**config.mk**
```make
export PLATFORM = sky130hd
export DESIGN_NAME = sdram_port_arbiter
export DESIGN_NICKNAME = d
export VERILOG_FILES = /design/src/rtl/sdram_port_arbiter.sv
export SDC_FILE = /design/constraint.sdc
export NUM_CORES = 1
export LEC_CHECK = 0
export BUFFER_PORTS_ARGS = -buffer_cell sky130_fd_sc_hd__buf_2
export CELL_PAD_IN_SITES_DETAIL_PLACEMENT = 2
export CELL_PAD_IN_SITES_GLOBAL_PLACEMENT = 2
export CORE_UTILIZATION = 31
export CTS_CLUSTER_SIZE = 20
export DETAILED_ROUTE_END_ITERATION = 10
export PLACE_DENSITY = 0.89
export SLEW_MARGIN = 20
export SYNTH_ARGS = -nofsm -noshare
export SYNTH_HDL_FRONTEND = slang
export SYNTH_SLANG_ARGS = --single-unit
```
**constraint.sdc**
```tcl
create_clock -name clk -period 3.3 [get_ports clk]
set_input_delay 0.165 -clock clk [delete_from_list [all_inputs] [get_ports clk]]
set_output_delay 0.165 -clock clk [all_outputs]
set_load 0.1 [all_outputs]
```
**src/rtl/sdram_port_arbiter.sv**
```systemverilog
// Shares one SDRAM controller port between two cache ports: latches requests,
// arbitrates, replays the winner's request downstream and steers the burst back.
module sdram_port_arbiter #(
  parameter bit          FIXED_PRIO = 1'b0,
  parameter int unsigned AW         = 32,
  parameter int unsigned DW         = 16
) (
  input  logic          clk,
  input  logic          rst,
  input  logic          p0_req,
  input  logic          p0_wren,
  input  logic [AW-1:0] p0_address,
  input  logic [DW-1:0] p0_wdata,
  output logic [DW-1:0] p0_rdata,
  output logic [1:0]    p0_offset,
  output logic          p0_ready,
  input  logic          p1_req,
  input  logic          p1_wren,
  input  logic [AW-1:0] p1_address,
  input  logic [DW-1:0] p1_wdata,
  output logic [DW-1:0] p1_rdata,
  output logic [1:0]    p1_offset,
  output logic          p1_ready,
  output logic          sd_req,
  output logic          sd_wren,
  output logic [AW-1:0] sd_address,
  output logic [DW-1:0] sd_wdata,
  input  logic [DW-1:0] sd_rdata,
  input  logic [1:0]    sd_offset,
  input  logic          sd_ready,
  output logic          grant,
  output logic          busy
);

  typedef enum logic [1:0] {IDLE, ISSUE, WAIT, XFER} state_e;

  state_e        state_q;
  logic          pend0_q, pend1_q;
  logic          hold_wren0_q, hold_wren1_q;
  logic [AW-1:0] hold_addr0_q, hold_addr1_q;
  logic          rr_q, grant_q, busy_q;
  logic          sd_req_q, sd_wren_q;
  logic [AW-1:0] sd_address_q;

  logic active_c, burst_c, done_c, cap0_c, cap1_c, win_d;

  assign active_c = (state_q != IDLE);
  assign burst_c  = (state_q == WAIT) || (state_q == XFER);
  assign done_c   = (state_q == XFER) && !sd_ready;
  // The active grantee cannot re-arm, so a level request held until done is one transaction.
  assign cap0_c   = p0_req && !pend0_q && !(active_c && !grant_q);
  assign cap1_c   = p1_req && !pend1_q && !(active_c && grant_q);

  // Winner selection from the pending flags as they stand in IDLE.
  always_comb begin
    win_d = rr_q;
    if (pend0_q && !pend1_q) begin
      win_d = 1'b0;
    end else if (!pend0_q && pend1_q) begin
      win_d = 1'b1;
    end else if (FIXED_PRIO) begin
      win_d = 1'b0;
    end
  end

  // Request capture and per-port hold registers.
  always_ff @(posedge clk) begin
    if (rst) begin
      pend0_q      <= 1'b0;
      pend1_q      <= 1'b0;
      hold_wren0_q <= 1'b0;
      hold_wren1_q <= 1'b0;
      hold_addr0_q <= '0;
      hold_addr1_q <= '0;
    end else begin
      if (cap0_c) begin
        pend0_q      <= 1'b1;
        hold_wren0_q <= p0_wren;
        hold_addr0_q <= p0_address;
      end else if (done_c && !grant_q) begin
        pend0_q <= 1'b0;
      end
      if (cap1_c) begin
        pend1_q      <= 1'b1;
        hold_wren1_q <= p1_wren;
        hold_addr1_q <= p1_address;
      end else if (done_c && grant_q) begin
        pend1_q <= 1'b0;
      end
    end
  end

  // Arbitration FSM with registered downstream request, grant and busy.
  always_ff @(posedge clk) begin
    if (rst) begin
      state_q      <= IDLE;
      rr_q         <= 1'b0;
      grant_q      <= 1'b0;
      busy_q       <= 1'b0;
      sd_req_q     <= 1'b0;
      sd_wren_q    <= 1'b0;
      sd_address_q <= '0;
    end else begin
      sd_req_q <= 1'b0;
      case (state_q)
        IDLE: begin
          if (pend0_q || pend1_q) begin
            grant_q      <= win_d;
            sd_req_q     <= 1'b1;
            sd_wren_q    <= win_d ? hold_wren1_q : hold_wren0_q;
            sd_address_q <= win_d ? hold_addr1_q : hold_addr0_q;
            busy_q       <= 1'b1;
            state_q      <= ISSUE;
          end
        end
        ISSUE: state_q <= WAIT;
        WAIT: begin
          if (sd_ready) begin
            state_q <= XFER;
          end
        end
        XFER: begin
          if (!sd_ready) begin
            rr_q    <= ~grant_q;
            busy_q  <= 1'b0;
            state_q <= IDLE;
          end
        end
        default: begin
          busy_q  <= 1'b0;
          state_q <= IDLE;
        end
      endcase
    end
  end

  // Burst steering is combinational so ready falls in the same cycle as sd_ready.
  assign p0_ready   = burst_c && !grant_q && sd_ready;
  assign p1_ready   = burst_c && grant_q && sd_ready;
  assign p0_rdata   = sd_rdata;
  assign p1_rdata   = sd_rdata;
  assign p0_offset  = sd_offset;
  assign p1_offset  = sd_offset;
  assign sd_wdata   = grant_q ? p1_wdata : p0_wdata;

  assign sd_req     = sd_req_q;
  assign sd_wren    = sd_wren_q;
  assign sd_address = sd_address_q;
  assign grant      = grant_q;
  assign busy       = busy_q;

endmodule
```
# Word-level counts from Yosys, hierarchy flattened
# Index checks and enable logic that the tools add are counted.
totals:
  ff_bits: 107
  latchBits: 0
  mem_bits_rw: 0
  rom_bits: 0
  input_bits: 121
  elab_cells: 72
  mem_count: 0
classes:
  addsub: 0
  mul: 0
  div: 0
  magnitude_cmp: 0
  n_eq_ne: 6
  shifts: 0
  n_mux: 17
  bitwise_logic: 3
  n_reduce_logical: 33
op_table:
  columns: ["op", "n"]
  rows:
  - ["32-bit 2-to-1 mux", 1]
  - ["16-bit 2-to-1 mux", 1]
  - ["1-bit logical AND", 15]
  - ["1-bit 2-to-1 mux", 10]
  - ["2-bit one-hot mux with 4 select lines", 1]
  - ["2-bit nonzero test", 4]
  - ["1-bit zero test", 6]
  - ["2-bit 2-to-1 mux", 3]
  - ["2-bit inequality test, second input constant", 3]
  - ["3-bit AND reduction", 2]
  - ["2-bit equality test, second input constant", 2]
  - ["2-bit AND reduction", 2]
  - ["1-bit inverter", 3]
  - ["2-bit by 1-bit equality test with 1-bit output, second input constant", 1]
  - ["2-bit zero test", 1]
  - ["1-bit logical OR", 2]
  - ["1-bit one-hot mux with 2 select lines", 1]
  - ["2-bit OR reduction", 1]

# Logic depth before layout (Yosys ltp)
# Gate-level depths: netlist of the first run.
logic_depth:
  word_depth: 5
  mapped_depth: 8
  mapped_depth_nobuf: 5

# Worst setup path before layout of the first run
# Ideal clock, no wire load.
synth_path:
  path_type: "register -> output"
  start: "register grant_q (netlist: grant)"
  end: "output port p1_ready"
  arrival_time_ps: 2507
  slack_ps: 628
  stages_incl_launch_ff: 4
  path_buffers: 1
  cell_sequence: "dfxtp_1 buf_6 inv_1 nor2_1"
synth_via:
  elab_chain_cells: 2
synth_rtl:
  columns: ["item", "line", "rtl"]
  rows:
  - ["start: declaration", "41", "logic rr_q, grant_q, busy_q;"]
  - ["start signal: assignment", "108", "grant_q <= win_d;"]
  - ["1-bit logical AND (2 in a row)", "139", "assign p1_ready = burst_c && grant_q && sd_ready;"]
  - ["end: declaration", "23", "output logic p1_ready,"]
# No other way between the ends.

# Worst setup path in the final report of the first run
layout_path:
  start: "register state_q[0]"
  end: "register sd_address_q[19] (netlist: sd_address[19])"
layout_via:
  elab_chain_cells: 2
layout_rtl:
  columns: ["item", "line", "rtl"]
  rows:
  - ["start: declaration", "37", "state_e state_q;"]
  - ["start signal: assignment", "96", "state_q <= IDLE;"]
  - ["start signal: assignment", "113", "state_q <= ISSUE;"]
  - ["start signal: assignment", "116", "ISSUE: state_q <= WAIT;"]
  - ["2-bit zero test", "105", "case (state_q)"]
  - ["2-bit AND reduction (no line)", null, null]
  - ["end signal: assignment", "111", "sd_address_q <= win_d ? hold_addr1_q : hold_addr0_q;"]
  - ["end: declaration", "43", "logic [AW-1:0] sd_address_q;"]
# No other way between the ends.
# A chain may end at the register's enable or synchronous reset.

==> run metrics, run 1 <==
status=finished, final reports clean; Yosys cell types=36; Worst-Margin Slew=847.7 ps; Die ar.=19570 µm²; unrepaired setup endpoints after global routing=no; final cycle utilization of the critical path=71.88%; top cells by area, synth=dfxtp_1 (36%), o2111a_1 (6.3%), a21oi_1 (6.1%); fin crit period=2372 ps; Sink Count=107; ys async rst share=0%; area delta synth->final=13.90%; synthesis-stage register bit count=107; total track usage=20.21%; worst hold stages=3; syn_nets=771; DR WL/cell=20.56 µm; mux cell area share after synthesis=3.396%; Max clock buf depth=2; antenna cells=0; footprint of the multi-input gates=2900 µm²; Hold EP=hold_addr0_q[5]$_SDFFE_PP0P_; Clk pin slew, worst setup/hold paths=70 ps; core area=18640 µm²; DP HPWL=12820 µm; Synth top area share=36.34%; cell area after layout=6714 µm²; Hold Vio Cnt, Final=0; r2r setup slk=930 ps; TritonCTS clock tree=yes; Compound-Gate Fraction of Synth Area=35.45%; register area share after synthesis=36.34%; via count=5294; Power per Cell Area=956.5 nW/µm²; Slew Viols, Final=0; nets@finish=836; cell area after placement=6384 µm²; synthesized area per cell=9.124 µm²; Final ANT Viol Nets=0; Leak=2.614 nW; largest family of logic cells by synthesized area=compound AO/OA/AOI/OAI gates; post-route setup TNS=0 ps; worst path arrival time=2630 ps; share of layout cells above drive strength 1=32.40%; Clock Skew=10.73 ps; Final Setup Violations=0; Total Routed Length=19530 µm; Startpoint Class=register; Via density=5.573; Min Hold Slack=68.91 ps; Mapped Cells=646; H-tree Lvls=3; Setup crit end kind=register; RR Endpoint=sd_address[19]$_SDFFE_PP0P_; GPL Wtd Cong=0.7909; Max-slew headroom=43.35%; WP data required=3560 ps; Synth Area in Adders=0.8491%; worst skew pair latency=370 ps; Yosys Warn Count=0; Initial Util=31.62%; Power Total=6.422 mW; Die Y=139.9 µm; die width=139.9 µm; EDFF count, synth=0; Residual DRC=0; Crit Path Max Fanout=18; cell taking the most area after synthesis=dfxtp_1; simple-gate share of the synthesized area=9.510%; Synth Cell Area=5894 µm²; Setup Crit Path Kind=reg -> reg; # IOs=211; initial antenna violation count=0; HP Class=in -> reg; Fill cells=2068; PostCTS Resize Cnt=0; first-pass GRT wire length=31000 µm; sequential cell area=2146 µm²; pin count of the biggest net entering global routing=108; Max-cap violations=0; clock root buffer=clkbuf_16; GRT overflow=0; First DRT Iteration DRCs=310; Hold Buf Count CTS=0; Synth Area in XOR/XNOR=0%; Setup Fix Bufs, Post-CTS=0; Pre-antenna DRT Iters=4; Max Freq=421.6 MHz; Max VDD drop=0.0005853 V; Primary FF master, synth=dfxtp_1; Rows=50; hold path start=p0_address[5]; Port-buffer cells=156; CTS buffer count=9; R2R Path Start=state_q[0]$_SDFFE_PP0P_; reg2reg path depth=7; vias in the first global route=5640
[per-layer routing]
metal  global-route usage [%]  wire [µm]  share of wire (%)
met1                    24.89       8327                 43
met2                    35.16       9837                 50
met3                    4.274        966                4.9
met4                    6.246        398                2.0
met5                        0          0                  0
[critical path: stages, from the launching register on]
cell and delay (ps):
dfxtp_1 360, inv_1 90, ha_1 220, buf_4 200, inv_1 600, buf_4 410, a2111oi_1 100, nor3_1 280
[cell type report]
class                      count  area share, %
inverter                      38          2.143
clock buffer                   9          3.354
timing repair buffer         171          13.83
multi-input combinational    384          43.20
tap                          234          4.361
sequential                   107          31.96
clock inverter                 7          1.155
[how the worst max path moves through the flow]
| stage | slack (ps) | endpoint | cells after the start | start |
|---|---|---|---|---|
| 2_1_floorplan | 630 | p1_ready | 3 | grant$_SDFFE_PP0P_ |
| 3_3_place_gp | 1200 | sd_address[20]$_SDFFE_PP0P_ | 7 | state_q[0]$_SDFFE_PP0P_ |
| 3_5_place_dp | 1030 | sd_address[16]$_SDFFE_PP0P_ | 7 | state_q[0]$_SDFFE_PP0P_ |
| 4_1_cts | 920 | sd_address[19]$_SDFFE_PP0P_ | 7 | state_q[0]$_SDFFE_PP0P_ |
| 5_1_grt | 820 | sd_address[19]$_SDFFE_PP0P_ | 7 | state_q[0]$_SDFFE_PP0P_ |
| 6_report | 930 | sd_address[19]$_SDFFE_PP0P_ | 7 | state_q[0]$_SDFFE_PP0P_ |
[kinds of logic (layout without fill, tap and decap cells)]
family | Yosys count | in the layout
AOI/OAI and AO/OA | 280 | 280
buffers and inverters | 155 | 225
DFF | 107 | 107
and+or+nand+nor | 82 | 82
muxes | 18 | 18
adders and majority gates | 4 | 4
[synth_stat cells, types with 22 or more instances]
| cell type | number |
|---|---|
| or3b_1 | 33 |
| a21oi_1 | 72 |
| inv_1 | 37 |
| o2111a_1 | 33 |
| buf_2 | 22 |
| o21ai_0 | 42 |
| nor3_1 | 33 |
| buf_4 | 38 |
| o2111ai_1 | 33 |
| o21bai_1 | 33 |
| o21ai_1 | 29 |
| clkbuf_1 | 38 |
| dfxtp_1 | 107 |
[power by group]
part           internal, mW  total, mW  switching [mW]
Sequential             1.59       1.80           0.217
Clock                 0.595       1.13           0.531
Combinational         0.755       3.49            2.74
Total                  2.94       6.42            3.48
[cells in the final DEF (no fill, tap or decap), types with 2 or more instances in the layout]
cell,instances
nor2_1,5
clkbuf_16,9
mux2_2,16
inv_1,37
ha_1,4
o2111ai_1,33
clkinv_2,2
o2111a_1,33
clkinv_4,3
o21ai_1,29
buf_4,14
buf_2,155
nand2b_1,2
or3b_1,33
a2111oi_2,19
nor3_1,33
dfxtp_2,3
a2111oi_1,14
mux2i_1,2
a21oi_1,72
nand2_1,2
dfxtp_1,104
or2_2,2
o21ai_0,42
o21bai_1,33
[per-stage QoR]
step / instances / worst slack (ps) / utilization [%]
2_1_floorplan: 646 / 628.2 / -
3_3_place_gp: 933 / 1202 / 34.24
3_5_place_dp: 933 / 1029 / 34.24
4_1_cts: 949 / 916.9 / 35.87
5_1_grt: 950 / 815.6 / 36.01
6_report: 950 / 927.8 / 36.01
[flip-flops by register name, indices dropped and copies added, names as in the netlist]
name / count
hold_wren0_q: 1
sd_wren: 1
pend1_q: 1
grant: 1
sd_address: 32
rr_q: 1
busy: 1
hold_addr0_q: 32
hold_wren1_q: 1
sd_req: 1
hold_addr1_q: 32
state_q: 2
pend0_q: 1
Note: power is estimated with default switching activity, not from simulation.
==> run 2, diff against run 1 <==
Settings changed: ABC_AREA from default to 1, CORE_UTILIZATION 31 to 25, PLACE_DENSITY 0.89 to 0.85.
Clock period 3.3 ns to 2.25 ns, I/O delays scaled along.
==> run 2 against run 1 <==
  * Routed wire length fell by 16%
  * Core utilization fell by 5.2 points
  * Critical path depth fell by 4
  * Critical endpoint is now p1_ready
  * Largest cell class unchanged
  * Largest power group unchanged
==> run metrics, run 2 <==
status=finished, final reports clean (unchanged); Setup Fix Bufs, Post-CTS=0 (unchanged); sequential cell area=2143 µm² (was 2146 µm²); Residual DRC=0 (unchanged); top cells by area, synth=dfxtp_1 (42%), nor2_1 (15%), o21ai_0 (9.7%) (was dfxtp_1 (36%), o2111a_1 (6.3%), a21oi_1 (6.1%)); die width=144.0 µm (was 139.9 µm); H-tree Lvls=3 (unchanged); top-count cell post-synth=nor2_1 (was dfxtp_1); worst path cell trace=inv_2, nor3_4, buf_2 (was inv_1, ha_1, buf_4, inv_1, buf_4, a2111oi_1, nor3_1); total track usage=16.35% (was 20.21%); fin crit period=1963 ps; antenna cells=0 (unchanged); Clk pin slew, worst setup/hold paths=70 ps (about the same); Via density=4.521 (was 5.573); Synth Cell Area=5044 µm² (was 5894 µm²); WP data required=2140 ps (was 3560 ps); Final ANT Viol Nets=0 (unchanged); commonest non-fill, non-tap cell in the layout=nor2_1 (was buf_2); Mapped Cells=730 (was 646); HP Class=in -> reg (unchanged); Total Routed Length=16470 µm (was 19530 µm); Buf+Inv Stages, Crit Path=2 (was 4); cell taking the most area after synthesis=dfxtp_1 (unchanged); Initial Util=25.75% (was 31.62%); worst path arrival time=1850 ps (was 2630 ps); # IOs=211 (unchanged); Sink Count=107 (unchanged); first-pass GRT wire length=26230 µm (was 31000 µm); Crit Path Max Fanout=22 (was 18); synthesized area per cell=6.909 µm² (was 9.124 µm²); clock root buffer=clkbuf_16 (unchanged); GRT overflow=0 (unchanged); via count=4959 (was 5294); Rows=51 (was 50); Max clock buf depth=2 (unchanged); post-route setup TNS=0 ps (unchanged); Slew Viols, Final=0 (unchanged); initial antenna violation count=0 (unchanged); Fill cells=2372 (was 2068); ys async rst share=0% (unchanged); Yosys cell types=23 (was 36); Max-slew headroom=56.78% (was 43.35%); register area share after synthesis=42.47% (was 36.34%); Max VDD drop=0.0003829 V (was 0.0005853 V); unrepaired setup endpoints after global routing=no (unchanged); footprint of the multi-input gates=2180 µm² (was 2900 µm²); most frequent cells in the layout=nor2_1 (208), buf_2 (156), dfxtp_1 (106), o21ai_0 (98), nand2_1 (95) (was buf_2 (155), dfxtp_1 (104), a21oi_1 (72), o21ai_0 (42), inv_1 (37)); Max-cap violations=0 (unchanged); Synth top area share=42.47% (was 36.34%); critical path depth=3 (was 7); PostCTS Resize Cnt=0 (unchanged); DR WL/cell=15.02 µm (was 20.56 µm); Startpoint Class=register (unchanged); Hold Vio Cnt, Final=0 (unchanged); worst stage delay on the critical path=580 ps (was 600 ps); final cycle utilization of the critical path=87.24%; Final Setup Violations=0 (unchanged); core area=19590 µm² (was 18640 µm²); Worst-Margin Slew=647.4 ps (was 847.7 ps); synthesis-stage register bit count=107 (unchanged); Slowest-stage cell, CP=dfxtp_2 (was inv_1); pin count of the biggest net entering global routing=66 (was 108); Die ar.=20750 µm² (was 19570 µm²); First DRT Iteration DRCs=211 (was 310); Yosys Warn Count=0 (unchanged); Setup crit end kind=primary output (was register); Power Total=8.824 mW (was 6.422 mW); reg2reg path depth=8 (was 7); CTS buffer count=9 (unchanged); TritonCTS clock tree=yes (unchanged); Leak=2.797 nW (was 2.614 nW); most common library cells after synthesis=nor2_1 (208), dfxtp_1 (107), o21ai_0 (98), nand2_1 (95), inv_1 (45) (was dfxtp_1 (107), a21oi_1 (72), o21ai_0 (42), buf_4 (38), clkbuf_1 (38)); Die Y=144.0 µm (was 139.9 µm); Setup Crit Path Kind=reg -> out (was reg -> reg); nets@finish=953 (was 836); DP HPWL=11460 µm (was 12820 µm); syn_nets=855 (was 771); Power per Cell Area=1463 nW/µm² (was 956.5 nW/µm²); area delta synth->final=19.60% (was 13.90%); Primary FF master, synth=dfxtp_1 (unchanged); Clock Skew=5.096 ps (was 10.73 ps); share of layout cells above drive strength 1=24.76% (was 32.40%); worst skew pair latency=350 ps (was 370 ps); Pre-antenna DRT Iters=5 (was 4); Max Freq=509.5 MHz; EDFF count, synth=0 (unchanged); worst hold stages=3 (unchanged); Port-buffer cells=156 (unchanged); Top delay family on crit path=buffers and inverters (unchanged); vias in the first global route=5238 (was 5640); GPL Wtd Cong=0.7398 (was 0.7909)
[run 2: cell count changes after synthesis, moves of 19 or more]
cell / change
nor2_1: +203
nand2_1: +93
o21ai_0: +56
a21oi_1: -45
nand3_1: +33
o2111a_1: -33
o2111ai_1: -33
o21bai_1: -33
or3b_1: -33
nor3_1: -31
o21ai_1: -25
clkbuf_1: -23
a2111oi_2: -19
[run 2: repair_timing]
action | 4_1_cts | 5_1_grt
setup endpoints to repair | 0 | 0
hold buffers | 2 | 0
endpoints found under the hold margin | 2 | 0
[run 2: path summary, 6_finish.rpt]
| path | start | end | slack, ps |
|---|---|---|---|
| max | grant$_SDFFE_PP0P_ | p1_ready | 290 |
| min | p0_address[30] | hold_addr0_q[30]$_SDFFE_PP0P_ | 10 |
| max reg2reg | state_q[0]$_SDFFE_PP0P_ | hold_addr1_q[24]$_SDFFE_PP0P_ | 510 |
| min reg2reg | hold_addr1_q[17]$_SDFFE_PP0P_ | hold_addr1_q[17]$_SDFFE_PP0P_ | 490 |
[run 2: tightest hold or removal path: cells and delay by family]
family	cells	cell delay (ps)
simple gates	1	80
buf+inv	1	70
compound gates	1	70
[run 2: area by class of cell]
class	count	area share, %
repair buffers	171	14.89
inverters	49	3.049
clock inverters	2	0.5808
clock buffers	13	4.314
multi-input cells	490	36.13
well taps	265	5.497
flip-flops and latches	107	35.53
[run 2: where the power goes]
group          total [mW]  internal [mW]  leakage [nW]  switching, mW
sequential           2.71           2.42         0.884          0.288
combinational        4.49          0.890          1.77           3.60
clock                1.63          0.918         0.146          0.707
total                8.82           4.23          2.80           4.60
[run 2: logic make-up after synthesis]
family | share of synthesized area, %
compound gates | 14.54
simple gates | 27.36
flops | 42.47
fa+ha+maj | 0.9923
buf+inv | 14.64
[run 2: routing by layer]
metal | wire (µm) | vias to the layer above | GRT usage [%] | share of wire [%]
met5 | 0 | - | 0 | 0
met4 | 223 | 0 | 5.431 | 1.4
met3 | 817 | 14 | 3.278 | 5.0
met2 | 8064 | 118 | 28.83 | 49
met1 | 7369 | 2383 | 19.69 | 45
li1 | - | 2444 | - | -
[run 2: per-stage QoR]
stage               setup slack, ps  utilization (%)  instances  cell area (µm²)  hold slack (ps)
floorplan                     171.3                -        730             5061            174.2
global placement              520.8            29.18       1080             5717            226.1
detailed placement            445.7            29.18       1080             5717            226.1
CTS                           226.3            30.79       1097             6032            3.149
global route                  150.5            30.79       1097             6032            27.06
finish                        287.1            30.79       1097             6032            13.50
==> run 3, diff against run 2 <==
Settings changed: ABC_AREA 1 to 0, CORE_UTILIZATION 25 to 29, PLACE_DENSITY 0.85 to 0.84.
==> run 3 against run 2 <==
  * First-iteration DRC count stayed put
  * Routed wire length is 14% higher
  * Die area is 0.74% higher
  * Core utilization is 4.0 points higher
  * Worst hold slack better by 6.0 ps
  * Fmax is 0.37% lower
==> run metrics, run 3 (same netlist as run 1, synthesis figures left out) <==
total track usage=18.58% (was 16.35%); Crit Path Max Fanout=24 (was 22); Power per Cell Area=1365 nW/µm² (was 1463 nW/µm²); reg2reg path depth=6 (was 8); Residual DRC=0 (unchanged); sequential share of power=28.4% (was 30.7%); area delta synth->final=16.30% (was 19.60%); Via density=5.336 (was 4.521); Rows=51 (unchanged); CTS buffer count=9 (unchanged); first-pass GRT wire length=29820 µm (was 26230 µm); fin crit period=1970 ps (was 1963 ps); DR WL/cell=18.90 µm (was 15.02 µm); Max Freq=507.6 MHz (was 509.5 MHz); Clk pin slew, worst setup/hold paths=70 ps (about the same); First DRT Iteration DRCs=211 (unchanged); HP Class=in -> reg (unchanged); Logic pwr share=55.3% (was 50.9%); Port-buffer cells=156 (unchanged); Die ar.=20900 µm² (was 20750 µm²); Leak=2.661 nW (was 2.797 nW); PostCTS Resize Cnt=0 (unchanged); share of layout cells above drive strength 1=33.61% (was 24.76%); GRT overflow=0 (unchanged); commonest non-fill, non-tap cell in the layout=buf_2 (was nor2_1); Startpoint Class=register (unchanged); Power Total=9.360 mW (was 8.824 mW); met1 usage in global routing=22.41% (was 19.69%); antenna cells=0 (unchanged); Clock Skew=7.443 ps (was 5.096 ps); GPL Wtd Cong=0.7462 (was 0.7398); core area=19720 µm² (was 19590 µm²); Fill cells=2229 (was 2372); Max-slew headroom=45.05% (was 56.78%); die width=144.6 µm (was 144.0 µm); met3 Use GR=3.477% (was 3.278%); worst skew pair latency=360 ps (was 350 ps); Sink Count=107 (unchanged); Clock power frac=16.3% (was 18.4%); Slew Viols, Final=0 (unchanged); post-route setup TNS=0 ps (unchanged); Hold Vio Cnt, Final=0 (unchanged); clock root buffer=clkbuf_16 (unchanged); nets@finish=846 (was 953); TritonCTS clock tree=yes (unchanged); Min Hold Slack=19.54 ps (was 13.50 ps); # IOs=211 (unchanged); status=finished, final reports clean (unchanged); Die Y=144.6 µm (was 144.0 µm); Switching Share=53.93% (was 52.09%); Hold Buf Count CTS=1 (was 2); final cycle utilization of the critical path=87.57% (was 87.24%); Max VDD drop=0.0005180 V (was 0.0003829 V); WP data required=2140 ps (about the same); GRT busiest layer=met2 (unchanged); initial antenna violation count=0 (unchanged); Int Power=4.312 mW (was 4.227 mW); vias in the first global route=5517 (was 5238); Final Setup Violations=0 (unchanged); switching pwr=5.048 mW (was 4.597 mW); Initial Util=29.89% (was 25.75%); footprint of the multi-input gates=2908 µm² (was 2180 µm²); pin count of the biggest net entering global routing=68 (was 66); H-tree Lvls=3 (unchanged); Max clock buf depth=2 (unchanged); via count=5288 (was 4959); DP HPWL=13000 µm (was 11460 µm); Final ANT Viol Nets=0 (unchanged); Setup crit end kind=primary output (unchanged); Worst-Margin Slew=824.2 ps (was 647.4 ps); worst path arrival time=1860 ps (was 1850 ps); Setup Crit Path Kind=reg -> out (unchanged); most frequent cells in the layout=buf_2 (155), dfxtp_1 (104), a21oi_1 (72), o21ai_0 (42), inv_1 (37) (was nor2_1 (208), buf_2 (156), dfxtp_1 (106), o21ai_0 (98), nand2_1 (95)); Setup Fix Bufs, Post-CTS=0 (unchanged); Max-cap violations=0 (unchanged); Pre-antenna DRT Iters=4 (was 5); met2 Use GR=33.20% (was 28.83%); Total Routed Length=18730 µm (was 16470 µm); unrepaired setup endpoints after global routing=no (unchanged); worst hold stages=3 (unchanged); sequential cell area=2146 µm² (was 2143 µm²)
[run 3: final timing paths]
kind,startpoint,end,slack (ps)
max,grant$_SDFFE_PP0P_,p1_ready,280
max reg2reg,state_q[1]$_SDFFE_PP0P_,sd_address[15]$_SDFFE_PP0P_,350
min reg2reg,hold_addr0_q[27]$_SDFFE_PP0P_,hold_addr0_q[27]$_SDFFE_PP0P_,480
min,p0_address[28],hold_addr0_q[28]$_SDFFE_PP0P_,20
[run 3: per-layer routing]
| layer | wire length (µm) | vias up |
|---|---|---|
| met3 | 717 | 21 |
| met5 | 0 | - |
| li1 | - | 2537 |
| met1 | 8257 | 2611 |
| met4 | 274 | 0 |
| met2 | 9482 | 119 |
[run 3: cell type report]
type / count / area share [%]
Inverter: 38 / 2.099
Clock buffer: 9 / 3.285
Multi-Input combinational cell: 384 / 42.42
Clock inverter: 7 / 0.7666
Tap cell: 265 / 4.837
Sequential cell: 107 / 31.30
Timing Repair Buffer: 181 / 15.29
[run 3: stage by stage]
stage          utilization [%]  worst slack, ps  area (µm²)  cells
2_1_floorplan                -            83.80        5899    646
3_3_place_gp             33.31            422.9        6568    974
3_5_place_dp             33.31            292.3        6568    974
4_1_cts                  34.77            217.0        6855    991
5_1_grt                  34.77            152.8        6855    991
6_report                 34.77            279.8        6855    991
[run 3: critical path, stage by stage (launching register included)]
cell and delay, ps:
dfxtp_2 720, inv_1 210, nor2_2 140, buf_2 430
[run 3: power by group through the flow]
| stage | Combinational [mW] | Clock [mW] | Sequential [mW] |
|---|---|---|---|
| after global placement | 5.12 | 0 | 2.70 |
| after detailed placement | 5.22 | 0 | 2.72 |
| after global routing | 5.49 | 1.64 | 2.73 |
| after floorplan | 2.81 | 0 | 4.28 |
| after CTS | 5.23 | 1.60 | 2.68 |
| final | 5.17 | 1.52 | 2.66 |
